### src/rtl/trace_pkg.sv
// Shared types for the retirement trace unit: record kinds, the trace record
// layout, FSM states and the retire classifier.
package trace_pkg;

    localparam int unsigned TR_DATA_W = 16;
    localparam int unsigned TR_REG_W  = 4;
    localparam int unsigned TR_CNT_W  = 32;

    typedef enum logic [2:0] {
        OTHER   = 3'd0,
        REGWR   = 3'd1,
        LOAD    = 3'd2,
        STORE   = 3'd3,
        HALT    = 3'd4,
        TIMEOUT = 3'd5
    } trace_kind_t;

    typedef struct packed {
        trace_kind_t             kind;
        logic [TR_CNT_W-1:0]     inum;
        logic [TR_DATA_W-1:0]    pc;
        logic [TR_REG_W-1:0]     reg_idx;
        logic [TR_DATA_W-1:0]    value;
        logic [TR_DATA_W-1:0]    addr;
    } trace_rec_t;

    typedef enum logic [1:0] {
        RUN   = 2'd0,
        DRAIN = 2'd1,
        DONE  = 2'd2
    } state_t;

    function automatic trace_kind_t classify(input logic h, input logic rw,
                                             input logic mr, input logic mw);
        if (h)        return HALT;
        if (rw && mr) return LOAD;
        if (rw)       return REGWR;
        if (mw)       return STORE;
        return OTHER;
    endfunction

endpackage

### src/rtl/retire_trace_unit_if.sv
// Retire/trace bus of the trace unit; master = core + trace sink, slave = unit.
interface retire_trace_unit_if #(
    parameter int unsigned DATA_W = 16,
    parameter int unsigned REG_W  = 4,
    parameter int unsigned CNT_W  = 32
);
    logic              run;
    logic              retire_valid;
    logic [DATA_W-1:0] retire_pc;
    logic [DATA_W-1:0] retire_inst;
    logic              reg_write;
    logic [REG_W-1:0]  write_reg;
    logic [DATA_W-1:0] write_data;
    logic              mem_read;
    logic              mem_write;
    logic [DATA_W-1:0] mem_addr;
    logic [DATA_W-1:0] mem_data;
    logic              halt;
    logic              stall;
    logic              trace_valid;
    logic              trace_ready;
    logic [2:0]        trace_kind;
    logic [CNT_W-1:0]  trace_inum;
    logic [DATA_W-1:0] trace_pc;
    logic [REG_W-1:0]  trace_reg;
    logic [DATA_W-1:0] trace_value;
    logic [DATA_W-1:0] trace_addr;
    logic [CNT_W-1:0]  inst_count;
    logic [CNT_W-1:0]  cycle_count;
    logic [CNT_W-1:0]  dropped;
    logic              overflow;
    logic              timeout;
    logic              done;

    modport master (
        output run, retire_valid, retire_pc, retire_inst, reg_write, write_reg,
               write_data, mem_read, mem_write, mem_addr, mem_data, halt, trace_ready,
        input  stall, trace_valid, trace_kind, trace_inum, trace_pc, trace_reg,
               trace_value, trace_addr, inst_count, cycle_count, dropped, overflow,
               timeout, done
    );

    modport slave (
        input  run, retire_valid, retire_pc, retire_inst, reg_write, write_reg,
               write_data, mem_read, mem_write, mem_addr, mem_data, halt, trace_ready,
        output stall, trace_valid, trace_kind, trace_inum, trace_pc, trace_reg,
               trace_value, trace_addr, inst_count, cycle_count, dropped, overflow,
               timeout, done
    );

endinterface

### src/rtl/trace_fifo.sv
// Synchronous FIFO of trace records; an extra pointer bit separates full from empty.
module trace_fifo #(
    parameter int unsigned DEPTH = 8,
    parameter type         T     = logic [7:0]
) (
    input  logic clk,
    input  logic rst,
    input  logic i_push,
    input  T     i_data,
    input  logic i_pop,
    output T     o_data,
    output logic o_full,
    output logic o_empty
);
    localparam int unsigned AW = $clog2(DEPTH);

    T           r_mem [DEPTH];
    logic [AW:0] r_wr;
    logic [AW:0] r_rd;
    logic        w_wr_en;
    logic        w_rd_en;

    assign o_empty = (r_wr == r_rd);
    assign o_full  = (r_wr[AW] != r_rd[AW]) && (r_wr[AW-1:0] == r_rd[AW-1:0]);
    assign w_rd_en = i_pop && !o_empty;
    // A pop frees the head slot in the same cycle, so a full FIFO may still take a push.
    assign w_wr_en = i_push && (!o_full || w_rd_en);
    assign o_data  = r_mem[r_rd[AW-1:0]];

    always_ff @(posedge clk) begin
        if (w_wr_en) begin
            r_mem[r_wr[AW-1:0]] <= i_data;
        end
    end

    always_ff @(posedge clk or posedge rst) begin
        if (rst) begin
            r_wr <= '0;
            r_rd <= '0;
        end else begin
            if (w_wr_en) r_wr <= r_wr + (AW+1)'(1);
            if (w_rd_en) r_rd <= r_rd + (AW+1)'(1);
        end
    end

endmodule

### src/rtl/retire_trace_unit.sv
// Retirement monitor: classifies retires into trace records, counts, watchdog, halt/done.
// Optional macro TRACE_STALL_EN: backpressure the core instead of dropping records.
module retire_trace_unit
    import trace_pkg::*;
#(
    parameter int unsigned DATA_W      = TR_DATA_W,
    parameter int unsigned REG_W       = TR_REG_W,
    parameter int unsigned DEPTH       = 8,
    parameter int unsigned CNT_W       = TR_CNT_W,
    parameter int unsigned CYCLE_LIMIT = 100000
) (
    input  logic                clk,
    input  logic                rst,
    retire_trace_unit_if.slave  bus
);
    state_t           r_state;
    state_t           w_state_next;
    logic [CNT_W-1:0] r_inst_count;
    logic [CNT_W-1:0] r_cycle_count;
    logic [CNT_W-1:0] r_dropped;
    logic             r_overflow;
    logic             r_timeout;
    logic             r_res_valid;
    trace_rec_t       r_res_rec;

    logic       w_full, w_empty, w_pop, w_room, w_stall;
    logic       w_active, w_accept, w_is_halt, w_limit, w_tmo;
    logic       w_push, w_drop, w_res_load, w_res_clr;
    trace_kind_t w_kind;
    trace_rec_t w_ret_rec, w_tmo_rec, w_push_rec, w_res_rec, w_head, w_out;
    logic       w_unused;

    assign w_unused  = ^bus.retire_inst;
    assign w_pop     = !w_empty && bus.trace_ready;
    assign w_room    = !w_full || w_pop;
    assign w_active  = bus.run && (r_state == RUN);
`ifdef TRACE_STALL_EN
    assign w_stall   = w_full && (r_state == RUN) && !w_pop;
`else
    assign w_stall   = 1'b0;
`endif
    assign w_accept  = w_active && bus.retire_valid && !w_stall;
    assign w_is_halt = w_accept && bus.halt;
    assign w_limit   = w_active && (r_cycle_count == CNT_W'(CYCLE_LIMIT - 1));
    assign w_tmo     = w_limit && !w_is_halt;
    assign w_kind    = classify(bus.halt, bus.reg_write, bus.mem_read, bus.mem_write);

    always_comb begin
        w_ret_rec      = '0;
        w_ret_rec.kind = w_kind;
        w_ret_rec.inum = r_inst_count;
        w_ret_rec.pc   = bus.retire_pc;
        unique case (w_kind)
            REGWR: begin
                w_ret_rec.reg_idx = bus.write_reg;
                w_ret_rec.value   = bus.write_data;
            end
            LOAD: begin
                w_ret_rec.reg_idx = bus.write_reg;
                w_ret_rec.value   = bus.write_data;
                w_ret_rec.addr    = bus.mem_addr;
            end
            STORE: begin
                w_ret_rec.value   = bus.mem_data;
                w_ret_rec.addr    = bus.mem_addr;
            end
            default: ;
        endcase
    end

    always_comb begin
        w_tmo_rec      = '0;
        w_tmo_rec.kind = TIMEOUT;
        w_tmo_rec.inum = r_inst_count + CNT_W'(w_accept);
    end

    // Terminal records (HALT/TIMEOUT) fall back to the reserve slot instead of being
    // dropped; a retire coinciding with the watchdog takes the FIFO, TIMEOUT the reserve.
    always_comb begin
        w_push     = 1'b0;
        w_push_rec = w_ret_rec;
        w_drop     = 1'b0;
        w_res_load = 1'b0;
        w_res_rec  = w_tmo_rec;
        w_res_clr  = 1'b0;
        if (r_res_valid) begin
            if (w_room) begin
                w_push     = 1'b1;
                w_push_rec = r_res_rec;
                w_res_clr  = 1'b1;
            end
        end else begin
            if (w_accept) begin
                if (w_room) begin
                    w_push = 1'b1;
                end else if (w_is_halt) begin
                    w_res_load = 1'b1;
                    w_res_rec  = w_ret_rec;
                end else begin
                    w_drop = 1'b1;
                end
            end
            if (w_tmo) begin
                if (w_room && !w_accept) begin
                    w_push     = 1'b1;
                    w_push_rec = w_tmo_rec;
                end else begin
                    w_res_load = 1'b1;
                end
            end
        end
    end

    always_comb begin
        w_state_next = r_state;
        unique case (r_state)
            RUN:     if (w_is_halt || w_tmo) w_state_next = DRAIN;
            DRAIN:   if (bus.run && w_empty && !r_res_valid) w_state_next = DONE;
            DONE:    w_state_next = DONE;
            default: w_state_next = RUN;
        endcase
    end

    always_ff @(posedge clk or posedge rst) begin
        if (rst) begin
            r_state       <= RUN;
            r_inst_count  <= '0;
            r_cycle_count <= '0;
            r_dropped     <= '0;
            r_overflow    <= 1'b0;
            r_timeout     <= 1'b0;
            r_res_valid   <= 1'b0;
            r_res_rec     <= '0;
        end else begin
            r_state <= w_state_next;
            if (w_accept) r_inst_count <= r_inst_count + CNT_W'(1);
            if (w_active && (r_cycle_count != '1)) r_cycle_count <= r_cycle_count + CNT_W'(1);
            if (w_drop) begin
                r_dropped  <= r_dropped + CNT_W'(1);
                r_overflow <= 1'b1;
            end
            if (w_tmo) r_timeout <= 1'b1;
            if (w_res_load) begin
                r_res_valid <= 1'b1;
                r_res_rec   <= w_res_rec;
            end else if (w_res_clr) begin
                r_res_valid <= 1'b0;
            end
        end
    end

    trace_fifo #(
        .DEPTH (DEPTH),
        .T     (trace_rec_t)
    ) u_fifo (
        .clk     (clk),
        .rst     (rst),
        .i_push  (w_push),
        .i_data  (w_push_rec),
        .i_pop   (w_pop),
        .o_data  (w_head),
        .o_full  (w_full),
        .o_empty (w_empty)
    );

    assign w_out           = w_empty ? '0 : w_head;
    assign bus.stall       = w_stall;
    assign bus.trace_valid = !w_empty;
    assign bus.trace_kind  = w_out.kind;
    assign bus.trace_inum  = w_out.inum;
    assign bus.trace_pc    = w_out.pc;
    assign bus.trace_reg   = w_out.reg_idx;
    assign bus.trace_value = w_out.value;
    assign bus.trace_addr  = w_out.addr;
    assign bus.inst_count  = r_inst_count;
    assign bus.cycle_count = r_cycle_count;
    assign bus.dropped     = r_dropped;
    assign bus.overflow    = r_overflow;
    assign bus.timeout     = r_timeout;
    assign bus.done        = (r_state == DONE);

endmodule
### src/flat_wrapper.sv
// flat-port wrapper written by rule: the top's interface ports become plain ports
module retire_trace_unit_flat import trace_pkg::*;
#(
    parameter int unsigned DATA_W      = TR_DATA_W,
    parameter int unsigned REG_W       = TR_REG_W,
    parameter int unsigned DEPTH       = 8,
    parameter int unsigned CNT_W       = TR_CNT_W,
    parameter int unsigned CYCLE_LIMIT = 100000
)
  (clk, rst, bus_run, bus_retire_valid, bus_retire_pc, bus_retire_inst, bus_reg_write, bus_write_reg, bus_write_data, bus_mem_read, bus_mem_write, bus_mem_addr, bus_mem_data, bus_halt, bus_trace_ready, bus_stall, bus_trace_valid, bus_trace_kind, bus_trace_inum, bus_trace_pc, bus_trace_reg, bus_trace_value, bus_trace_addr, bus_inst_count, bus_cycle_count, bus_dropped, bus_overflow, bus_timeout, bus_done);
  retire_trace_unit_if #(.DATA_W(DATA_W), .REG_W(REG_W), .CNT_W(CNT_W)) bus_i ();
  input  logic clk;
  input  logic rst;
  input wire logic [$bits(bus_i.run)-1:0] bus_run;
  input wire logic [$bits(bus_i.retire_valid)-1:0] bus_retire_valid;
  input wire logic [$bits(bus_i.retire_pc)-1:0] bus_retire_pc;
  input wire logic [$bits(bus_i.retire_inst)-1:0] bus_retire_inst;
  input wire logic [$bits(bus_i.reg_write)-1:0] bus_reg_write;
  input wire logic [$bits(bus_i.write_reg)-1:0] bus_write_reg;
  input wire logic [$bits(bus_i.write_data)-1:0] bus_write_data;
  input wire logic [$bits(bus_i.mem_read)-1:0] bus_mem_read;
  input wire logic [$bits(bus_i.mem_write)-1:0] bus_mem_write;
  input wire logic [$bits(bus_i.mem_addr)-1:0] bus_mem_addr;
  input wire logic [$bits(bus_i.mem_data)-1:0] bus_mem_data;
  input wire logic [$bits(bus_i.halt)-1:0] bus_halt;
  input wire logic [$bits(bus_i.trace_ready)-1:0] bus_trace_ready;
  output wire logic [$bits(bus_i.stall)-1:0] bus_stall;
  output wire logic [$bits(bus_i.trace_valid)-1:0] bus_trace_valid;
  output wire logic [$bits(bus_i.trace_kind)-1:0] bus_trace_kind;
  output wire logic [$bits(bus_i.trace_inum)-1:0] bus_trace_inum;
  output wire logic [$bits(bus_i.trace_pc)-1:0] bus_trace_pc;
  output wire logic [$bits(bus_i.trace_reg)-1:0] bus_trace_reg;
  output wire logic [$bits(bus_i.trace_value)-1:0] bus_trace_value;
  output wire logic [$bits(bus_i.trace_addr)-1:0] bus_trace_addr;
  output wire logic [$bits(bus_i.inst_count)-1:0] bus_inst_count;
  output wire logic [$bits(bus_i.cycle_count)-1:0] bus_cycle_count;
  output wire logic [$bits(bus_i.dropped)-1:0] bus_dropped;
  output wire logic [$bits(bus_i.overflow)-1:0] bus_overflow;
  output wire logic [$bits(bus_i.timeout)-1:0] bus_timeout;
  output wire logic [$bits(bus_i.done)-1:0] bus_done;
  assign bus_i.run = bus_run;
  assign bus_i.retire_valid = bus_retire_valid;
  assign bus_i.retire_pc = bus_retire_pc;
  assign bus_i.retire_inst = bus_retire_inst;
  assign bus_i.reg_write = bus_reg_write;
  assign bus_i.write_reg = bus_write_reg;
  assign bus_i.write_data = bus_write_data;
  assign bus_i.mem_read = bus_mem_read;
  assign bus_i.mem_write = bus_mem_write;
  assign bus_i.mem_addr = bus_mem_addr;
  assign bus_i.mem_data = bus_mem_data;
  assign bus_i.halt = bus_halt;
  assign bus_i.trace_ready = bus_trace_ready;
  assign bus_stall = bus_i.stall;
  assign bus_trace_valid = bus_i.trace_valid;
  assign bus_trace_kind = bus_i.trace_kind;
  assign bus_trace_inum = bus_i.trace_inum;
  assign bus_trace_pc = bus_i.trace_pc;
  assign bus_trace_reg = bus_i.trace_reg;
  assign bus_trace_value = bus_i.trace_value;
  assign bus_trace_addr = bus_i.trace_addr;
  assign bus_inst_count = bus_i.inst_count;
  assign bus_cycle_count = bus_i.cycle_count;
  assign bus_dropped = bus_i.dropped;
  assign bus_overflow = bus_i.overflow;
  assign bus_timeout = bus_i.timeout;
  assign bus_done = bus_i.done;
  retire_trace_unit #(.DATA_W(DATA_W), .REG_W(REG_W), .DEPTH(DEPTH), .CNT_W(CNT_W), .CYCLE_LIMIT(CYCLE_LIMIT)) u_core (.clk(clk), .rst(rst), .bus(bus_i));
endmodule
### config.mk
export PLATFORM = sky130hd
export DESIGN_NAME = retire_trace_unit_flat
export DESIGN_NICKNAME = d
export VERILOG_FILES = /design/src/rtl/trace_pkg.sv /design/src/rtl/retire_trace_unit_if.sv /design/src/rtl/trace_fifo.sv /design/src/rtl/retire_trace_unit.sv /design/src/flat_wrapper.sv
export SDC_FILE = /design/constraint.sdc
export NUM_CORES = 1
export LEC_CHECK = 0
export CAP_MARGIN = 20
export CORE_MARGIN = 2
export CORE_UTILIZATION = 60
export CTS_CLUSTER_SIZE = 28
export DETAILED_ROUTE_END_ITERATION = 10
export DONT_BUFFER_PORTS = 1
export PLACE_DENSITY = 0.73
export RECOVER_POWER = 25
export SETUP_SLACK_MARGIN = 0.1
export SLEW_MARGIN = 20
export SYNTH_ARGS = -nofsm -noshare
export SYNTH_HDL_FRONTEND = slang
export SYNTH_SLANG_ARGS = --single-unit
### constraint.sdc
create_clock -name clk -period 28.8 [get_ports clk]
set_input_delay 4.32 -clock clk [delete_from_list [all_inputs] [get_ports clk]]
set_output_delay 4.32 -clock clk [all_outputs]
set_load 0.005 [all_outputs]
* Word-level counts from Yosys, hierarchy flattened
Memory sizes are Yosys's and may differ from the RTL's. Index checks and enable logic that the tools add are counted.
Storage, ports and cells: register bits after elaboration 196, memories kept 1, input port bits 93, output and inout bits 188, bits in writable memories 696, word-level logic and storage cells 114
Memories:
- u_core.u_fifo.r_mem | words 8, width 87, read ports 1, clocked after Yosys merged registers in 0, write ports 1, RTL line trace_fifo.sv:17 | T r_mem [DEPTH];
Operators by class: muxes and demuxes 53, add/sub/neg operators 6, reduce and logical (&&, ||, !) cells 27, eq/ne operators 12
Operators with widths (count):
- $mux 87 | 9
- $add 32x1->32 const B | 3
- $add 32x1->32 | 1
- $eq 32x17->1 const B | 1
- $ne 32x32->1 const B | 1
- $pmux 16 s2 | 1
- $mux 1 | 30
- $mux 3 | 8
- $mux 16 | 1
- $logic_and 1x1->1 | 14
- $add 4x1->4 const B | 2
- $eq 3x2->1 const B | 2
- $pmux 2 s3 | 1
- $logic_not 1->1 | 5
- $eq 4x4->1 | 1
- $mux 2 | 2
- $mux 4 | 1
- $reduce_or 2->1 | 2
- $eq 3x1->1 const B | 1
- $eq 3x3->1 | 1
- $logic_or 1x1->1 | 3
- $eq 2x1->1 const B | 1
- $eq 2x2->1 const B | 1
- $logic_not 2->1 | 1
- 5 further kinds | 5

* Logic depth before layout (Yosys ltp)
Gate-level depths: netlist (run 1).
depth in word-level cells 19, depth in mapped cells 13, mapped depth without buffers 12

* Modules after synthesis
Synthesis (run 1) repeated with hierarchy kept, for this count alone.
Unflattened totals: cell total of the unflattened synthesis 2258, area, all modules 37257.0 µm²
Modules (own cells, without submodules):
- trace_fifo | area an instance 26654.3 µm², times used 1, cells each 1065, sequential area each 21100.2 µm²
- retire_trace_unit | area an instance 10602.7 µm², times used 1, cells each 1193, sequential area each 4704.5 µm²

* Least setup slack after synthesis (run 1)
OpenSTA, ideal clock, no wires.
path kind input to register, start input port bus_run, end memory u_core.u_fifo.r_mem[0][0] (netlist bit), enable pin, data required time 28.054 ns, data arrival time 13.819 ns, library setup time 0.746 ns, cell stages on the path 7, path buffers 2, slack 14.235 ns, cells stage by stage clkbuf_1 -> and3_1 -> clkbuf_1 -> nand3_1 -> or3_1 -> a21o_1 -> nor4_1
Between the ends: cells in the longest elaborated chain, start to end 10, elaborated cells on any way between the ends 15, those cells by class mux: 6; reduce/logical: 9
RTL lines:
- from (decl) | RTL line flat_wrapper.sv:14 | input wire logic [$bits(bus_i.run)-1:0] bus_run;
- $logic_and 1x1->1 (*) | RTL line retire_trace_unit.sv:36 | assign w_active = bus.run && (r_state == RUN);
- $logic_and 1x1->1 | RTL line retire_trace_unit.sv:42 | assign w_accept = w_active && bus.retire_valid && !w_stall;
- $logic_not 1->1 or $logic_and 1x1->1 (tied branches) | RTL line retire_trace_unit.sv:104, retire_trace_unit.sv:43
- $logic_and 1x1->1 or $logic_not 1->1 (tied branches) | RTL line retire_trace_unit.sv:104, retire_trace_unit.sv:45
- $mux 1 or $logic_and 1x1->1 (tied branches) | RTL line retire_trace_unit.sv:104, retire_trace_unit.sv:45
- $mux 1 (*) | RTL line retire_trace_unit.sv:103 | if (w_tmo) begin
- $mux 1 (*) | RTL line retire_trace_unit.sv:86 | if (r_res_valid) begin
- $logic_and 1x1->1 (*) | RTL line trace_fifo.sv:27 | assign w_wr_en = i_push && (!o_full || w_rd_en);
- $mux 1 (*) | RTL line trace_fifo.sv:31 | if (w_wr_en) begin
- $mux 1 (not written as such) (*) | RTL line trace_fifo.sv:32 | r_mem[r_wr[AW-1:0]] <= i_data;
- to (decl) | RTL line trace_fifo.sv:17
Mark *: on every way between the ends. The rest lies on a longest branch, timed or not.

==> flow_summary.yaml, run 1 <==
hold_path:
  holdPathEnd: "u_core.r_res_rec[86]"
  hp-class: "flip-flop to flip-flop"
  hold_start: "u_core.r_res_rec[86]"
  worstHoldPathCells: 1
finish:
  final_cell_count_no_fill: 3064
  design_area_um2: 40600
  drive_above_1_share_pct: 18.2
  nets: 2309
  area_delta_synth_final_pct: 10.2
synth:
  ys_seq_area_share_pct: 70.0
  ys.flop_type: "edfxtp_1"
  synth_compound_area_share_pct: 3.46
  yosysMostFrequentCell: "edfxtp_1"
  syn-num-nets: 2308
  yosys.area_share.simple_pct: 7.19
  synth_xor_area_share_pct: 3.25
  synthMuxAreaShare_pct: 14.1
  synth.avg_cell_area_um2: 16.7
  synth_top_area_cell: "edfxtp_1"
  async_flop_share_pct: 22.0
  synth_top_family_by_area: "multiplexers"
  ys_ff_latch: 892
  synthesis.instances: 2204
  ys_top_cells_by_area: "edfxtp_1, dfrtp_1, mux4_2"
  synth_warnings: 0
  synth_top_area_share_pct: 56.7
  synth_adder_area_share_pct: 0.373
  netlist_area_um2: 36900
  synthTopCellsByCount: "edfxtp_1, dfrtp_1, mux4_2"
  synth_edf_count: 696
  ys_types: 55
critical_path:
  cp-start-kind: "input port"
  reg2reg_to: "u_core.u_fifo.r_mem[0][79]"
  path_cells: "nor2_1 > a21oi_1 > clkbuf_1 > a22oi_1 > o21ai_0"
  worst-r2r-setup-slack_ns: 21.76
  reg2reg_depth: 6
  worstPathArrival_ns: 9.77
  reg2reg_from: "u_core.u_fifo.r_rd[2]"
  crit_type: "input port to flip-flop"
  end_kind: "flip-flop"
  path_max_fanout: 67
  slowest_stage: "clkbuf_1"
  worstPathRequired_ns: 29.11
  slowest_delay_ns: 3.00
pwr:
  p_comb_share_pct: 22.4
  ir_worst_vdd_uv: 79.7
  p_seq_share_pct: 44.7
  swShare_pct: 28.4
  clkPwrFrac_pct: 32.9
  p_switching_uw: 971
  intPower_uw: 2450
  power.leakage_uw: 0.0145
  p_per_area_nw_per_um2: 84.2
clock_network:
  cts_buffers: 88
  cts_sinks: 892
  clk_latency_ns: 0.63
  clkTransAtPathRegs_ns: 0.06
  cts_tree: "done"
  clockBufferDepth: 3
  hold_buffers: 0
  post-cts-setup-buffer-count: 0
  htreeDepth: 3
  post_cts_resized: 0
  cts_root_buf: "clkbuf_16"
die:
  core_um2: 60600
  ioPinCount: 281
  rows: 90
  die_h_um: 252
  fp.dieArea_um2: 63400
  start_util_pct: 60.8
  fp.dieW_um: 252
grt:
  grt_pass1_vias: 20746
  grt_first_pass_wirelength_um: 127000
  grt_max_degree: 128
  antenna_found_initial: 3
  gr-total-overflow: 0
  grtUsageTotal_pct: 26.8
timing:
  period_needed_ns: 9.47
  fin_tns_setup_ns: 0
  fin_crit_sh_pct: 32.9
  setup_viol: 0
  worst_pin_slew_ns: 4.14
  slew_violations: 290
  clock.fmax_ghz: 0.106
  relSlewSlack_pct: -176
  hold_viol: 0
  finClkSkew_ns: 0.0230
  rsz0062_at_grt: "no"
  timing.hold.ws_ns: 0.468
route:
  routedWlPerCell_um: 27.1
  ant_nets: 0
  vias: 19903
  drt-vias-per-instance: 6.50
  routed_wl_um: 83200
  drt-pass1-iter-count: 5
  drt_iter0_drc: 1750
  post-route-drc-count: 0
placement:
  placed_area_um2: 37800
  gp_congestion: 0.862
  io_buffers: 0
  hpwl_um: 47100
  dp_cells: 2896
outcome:
  status: "complete, but fails checks"
  failed_checks: "max-capacitance violations, max-slew violations"
run:
  cap_violations: 5
## power by group through the flow
stage                     logic, uW  clock network, uW  registers [uW]
after floorplan                 612                  0            1510
after global routing            829               1190            1540
final                           767               1120            1530
after detailed placement        781                  0            1550
after CTS                       786               1140            1530
after global placement          772                  0            1550
## final cells by class
class,count,area (um^2)
fill,4053,20000
tap,782,978
antenna,2,5.00
multi-input combinational,1160,10500
clock buffer,132,2580
inverter,16,66.3
sequential,892,25800
clock inverter,33,284
timing repair buffer,47,350
## worst max-delay path: cells and delay by family
kind / cells / cell delay (ns)
and+or+nand+nor: 1 / 0.09
AOI/OAI and AO/OA: 3 / 2.36
buffers and inverters: 1 / 3.00
## worst max-delay path by stage
stage / cells after the start / to / from / slack (ns)
detailed placement: 5 / bus_trace_inum[22] / u_core.u_fifo.r_rd[0] / 20.88
global route: 2 / u_core.bus.inst_count[23] / rst / 18.05
CTS: 5 / bus_trace_inum[22] / u_core.u_fifo.r_rd[0] / 20.21
global placement: 5 / bus_trace_inum[22] / u_core.u_fifo.r_rd[0] / 20.88
finish: 5 / u_core.u_fifo.r_mem[0][79] / bus_trace_ready / 19.33
floorplan: 7 / u_core.u_fifo.r_mem[0][0] / bus_run / 14.24
## metal layers
layer,part of all wire (%),global-route usage [%]
met1,40,36.0
met2,50,44.3
met3,7.5,5.86
met4,2.6,8.54
met5,0.016,0
## placed cells by master, fill, tap and decap left out, types with 7 or more instances in the layout
cell and n:
clkinv_2 10, a21oi_1 12, nand4_1 39, xor2_1 51, mux4_2 174, inv_1 14, or3_1 7, clkbuf_1 32
edfxtp_1 696, and2_1 38, o21ai_0 24, nor4_1 16, clkbuf_8 12, clkinv_1 8, a22o_1 48, o311ai_0 12
and4_1 9, nand3_1 65, o211ai_1 18, nor2_1 155, xnor2_1 86, dfrtp_1 193, mux2_2 36, buf_4 40
nand2_1 125, nor3_1 30, a22oi_1 28, clkbuf_16 92, mux2i_1 87, ha_1 11, and3_1 19, nand2b_1 8
## flip-flops by register name, summed over array words and instances (netlist names)
name                    flops
u_core.r_res_valid          1
u_core.bus.dropped         32
u_core.u_fifo.r_wr          4
u_core.u_fifo.r_mem       696
u_core.u_fifo.r_rd          4
u_core.bus.overflow         1
u_core.bus.timeout          1
u_core.r_state              2
u_core.r_res_rec           87
u_core.bus.cycle_count     32
u_core.bus.inst_count      32
## stage by stage
stage / total power [uW] / setup slack [ns] / util (%)
floorplan: 2120 / 14.24 / -
finish: 3420 / 19.33 / 67.0
detailed placement: 2330 / 20.88 / 62.3
CTS: 3450 / 20.21 / 67.1
global route: 3560 / 18.05 / 67.0
global placement: 2320 / 20.88 / 62.3
## cells by family (layout without fill, tap and decap cells)
kind of cell,after synthesis,in the layout
flip-flops,892,892
AND/OR/NAND/NOR,545,545
multiplexers,297,297
AO/OA/AOI/OAI,169,169
buffers and inverters,152,228
XOR/XNOR,137,137
adder cells (fa/ha/maj),11,11
other,1,3
Note: power is estimated with default switching activity, not from simulation.
==> run 2, diff against run 1 <==
==> constraint.sdc (replaced) <==
create_clock -name clk -period 9.5 [get_ports clk]
set_input_delay 1.425 -clock clk [delete_from_list [all_inputs] [get_ports clk]]
set_output_delay 1.425 -clock clk [all_outputs]
set_load 0.005 [all_outputs]
==> flow_summary.yaml, run 2 (synthesized netlist as in run 1, its figures left out) <==
die:
  rows: 90
  ioPinCount: 281
  core_um2: 60600
  start_util_pct: 60.8
  fp.dieArea_um2: 63400
  fp.dieW_um: 252
  die_h_um: 252
grt:
  gr-total-overflow: 0
  antenna_found_initial: 3
  grtUsageTotal_pct: 26.3
  grt_pass1_vias: 20552
  grt_max_degree: 138
  grt_first_pass_wirelength_um: 124000
pwr:
  power.leakage_uw: 0.0145
  intPower_uw: 7530
  ir_worst_vdd_uv: 317
  p_per_area_nw_per_um2: 258
  p_comb_share_pct: 22.3
  p_switching_uw: 2950
  p_seq_share_pct: 44.2
  clkPwrFrac_pct: 33.5
  power_uw: 10500
  swShare_pct: 28.2
critical_path:
  crit_path_end: "u_core.u_fifo.r_mem[5][79]"
  end_kind: "flip-flop"
  cp-start-kind: "flip-flop"
  worst-r2r-setup-slack_ns: 2.39
  slowest_delay_ns: 2.92
  path_cells: "xnor2_1 > and3_1 > a21oi_4 > clkbuf_1 > a22oi_1 > o21ai_0"
  worstPathArrival_ns: 7.41
  reg2reg_from: "u_core.u_fifo.r_rd[1]"
  reg2reg_to: "u_core.u_fifo.r_mem[5][79]"
  reg2reg_depth: 6
  slowest_stage: "clkbuf_1"
  crit_type: "flip-flop to flip-flop"
  critical_path_buf_inv_count: 1
  path_depth: 6
  cp-startpoint: "u_core.u_fifo.r_rd[1]"
  worstPathRequired_ns: 9.80
  crit_family: "buffers and inverters"
  path_max_fanout: 66
clock_network:
  hold_buffers: 0
  post_cts_resized: 0
  cts_tree: "done"
  post-cts-setup-buffer-count: 0
  clockBufferDepth: 3
  cts_root_buf: "clkbuf_16"
  cts_buffers: 89
  htreeDepth: 3
  clk_latency_ns: 0.62
  clkTransAtPathRegs_ns: 0.06
  cts_sinks: 892
route:
  vias: 20003
  post-route-drc-count: 0
  routed_wl_um: 82200
  drt_iter0_drc: 1655
  drt-vias-per-instance: 6.53
  routedWlPerCell_um: 26.8
  drt-pass1-iter-count: 5
  ant_nets: 0
timing:
  setup_viol: 0
  hold_viol: 0
  rsz0062_at_grt: "no"
  timing.hold.ws_ns: 0.469
  clock.fmax_ghz: 0.141
  finClkSkew_ns: 0.0194
  worst_pin_slew_ns: 6.30
  relSlewSlack_pct: -322
  fin_tns_setup_ns: 0
  period_needed_ns: 7.11
  fin_crit_sh_pct: 74.8
  slew_violations: 345
hold_path:
  hp-class: "flip-flop to flip-flop"
outcome:
  failed_checks: "max-capacitance violations, max-slew violations"
  status: "complete, but fails checks"
finish:
  area_delta_synth_final_pct: 10.4
  layout_common_cells: "edfxtp_1, dfrtp_1, mux4_2"
  final_cell_count_no_fill: 3064
  largest_reg_flops: 696
  mostFrequentLayoutCell: "edfxtp_1"
  final_core_util_pct: 67.2
  drive_above_1_share_pct: 18.1
  nets: 2312
placement:
  dp_cells: 2899
  io_buffers: 0
  gp_congestion: 0.867
  hpwl_um: 46900
run:
  cap_violations: 5
-- run 2: changes by cell type in the layout (fill, tap and decap cells not counted), sizes merged --
cell,before,now
diode,2,1
clkinvlp,7,3
bufinv,4,10
clkinv,19,30
inv,19,17
clkbuf,137,127
-- run 2: stage by stage --
stage	cell area (um^2)	setup slack, ns
after floorplan	36900	0.125
final	40700	2.39
after global placement	37800	4.32
after CTS	40800	3.78
after detailed placement	37800	4.34
after global routing	40700	2.02
-- run 2: metal layers --
layer / track usage (%) / vias to the layer above / share of wire [%]
li1: - / 8564 / -
met1: 35.7 / 10386 / 40
met2: 42.7 / 915 / 48
met3: 6.33 / 134 / 9.2
met4: 8.47 / 4 / 2.7
met5: 0 / - / 0.033
-- run 2: worst min-delay path by stage --
stage	from	endpoint	slack [ns]	depth (start not counted)
floorplan	u_core.r_res_rec[86]	u_core.r_res_rec[86]	0.43	1
global placement	u_core.r_res_rec[86]	u_core.r_res_rec[86]	0.45	1
detailed placement	u_core.r_res_rec[86]	u_core.r_res_rec[86]	0.45	1
CTS	u_core.r_res_rec[86]	u_core.r_res_rec[86]	0.47	1
global route	u_core.r_res_rec[32]	u_core.r_res_rec[32]	0.49	1
finish	u_core.r_res_rec[86]	u_core.r_res_rec[86]	0.47	1
-- run 2: area by class of cell --
class / count / area (um^2)
sequential: 892 / 25800
antenna: 1 / 2.50
tap: 782 / 978
clock inverter: 44 / 489
clock buffer: 120 / 2460
multi-input combinational: 1160 / 10500
inverter: 16 / 66.3
fill: 4023 / 19900
timing repair buffer: 49 / 359
-- run 2: worst register-to-register path, cell delays in order, from the launching register on --
cell and delay, ns:
dfrtp_1 1.72, xnor2_1 0.27, and3_1 0.36, a21oi_4 0.62, clkbuf_1 2.92, a22oi_1 0.41, o21ai_0 0.49
-- run 2: power groups by stage --
stage | Combinational, uW | Clock [uW] | Sequential (uW)
2_1_floorplan | 1860 | 0 | 4560
3_3_place_gp | 2330 | 0 | 4700
3_5_place_dp | 2370 | 0 | 4720
4_1_cts | 2380 | 3570 | 4640
5_1_grt | 2520 | 3720 | 4660
6_report | 2340 | 3510 | 4630
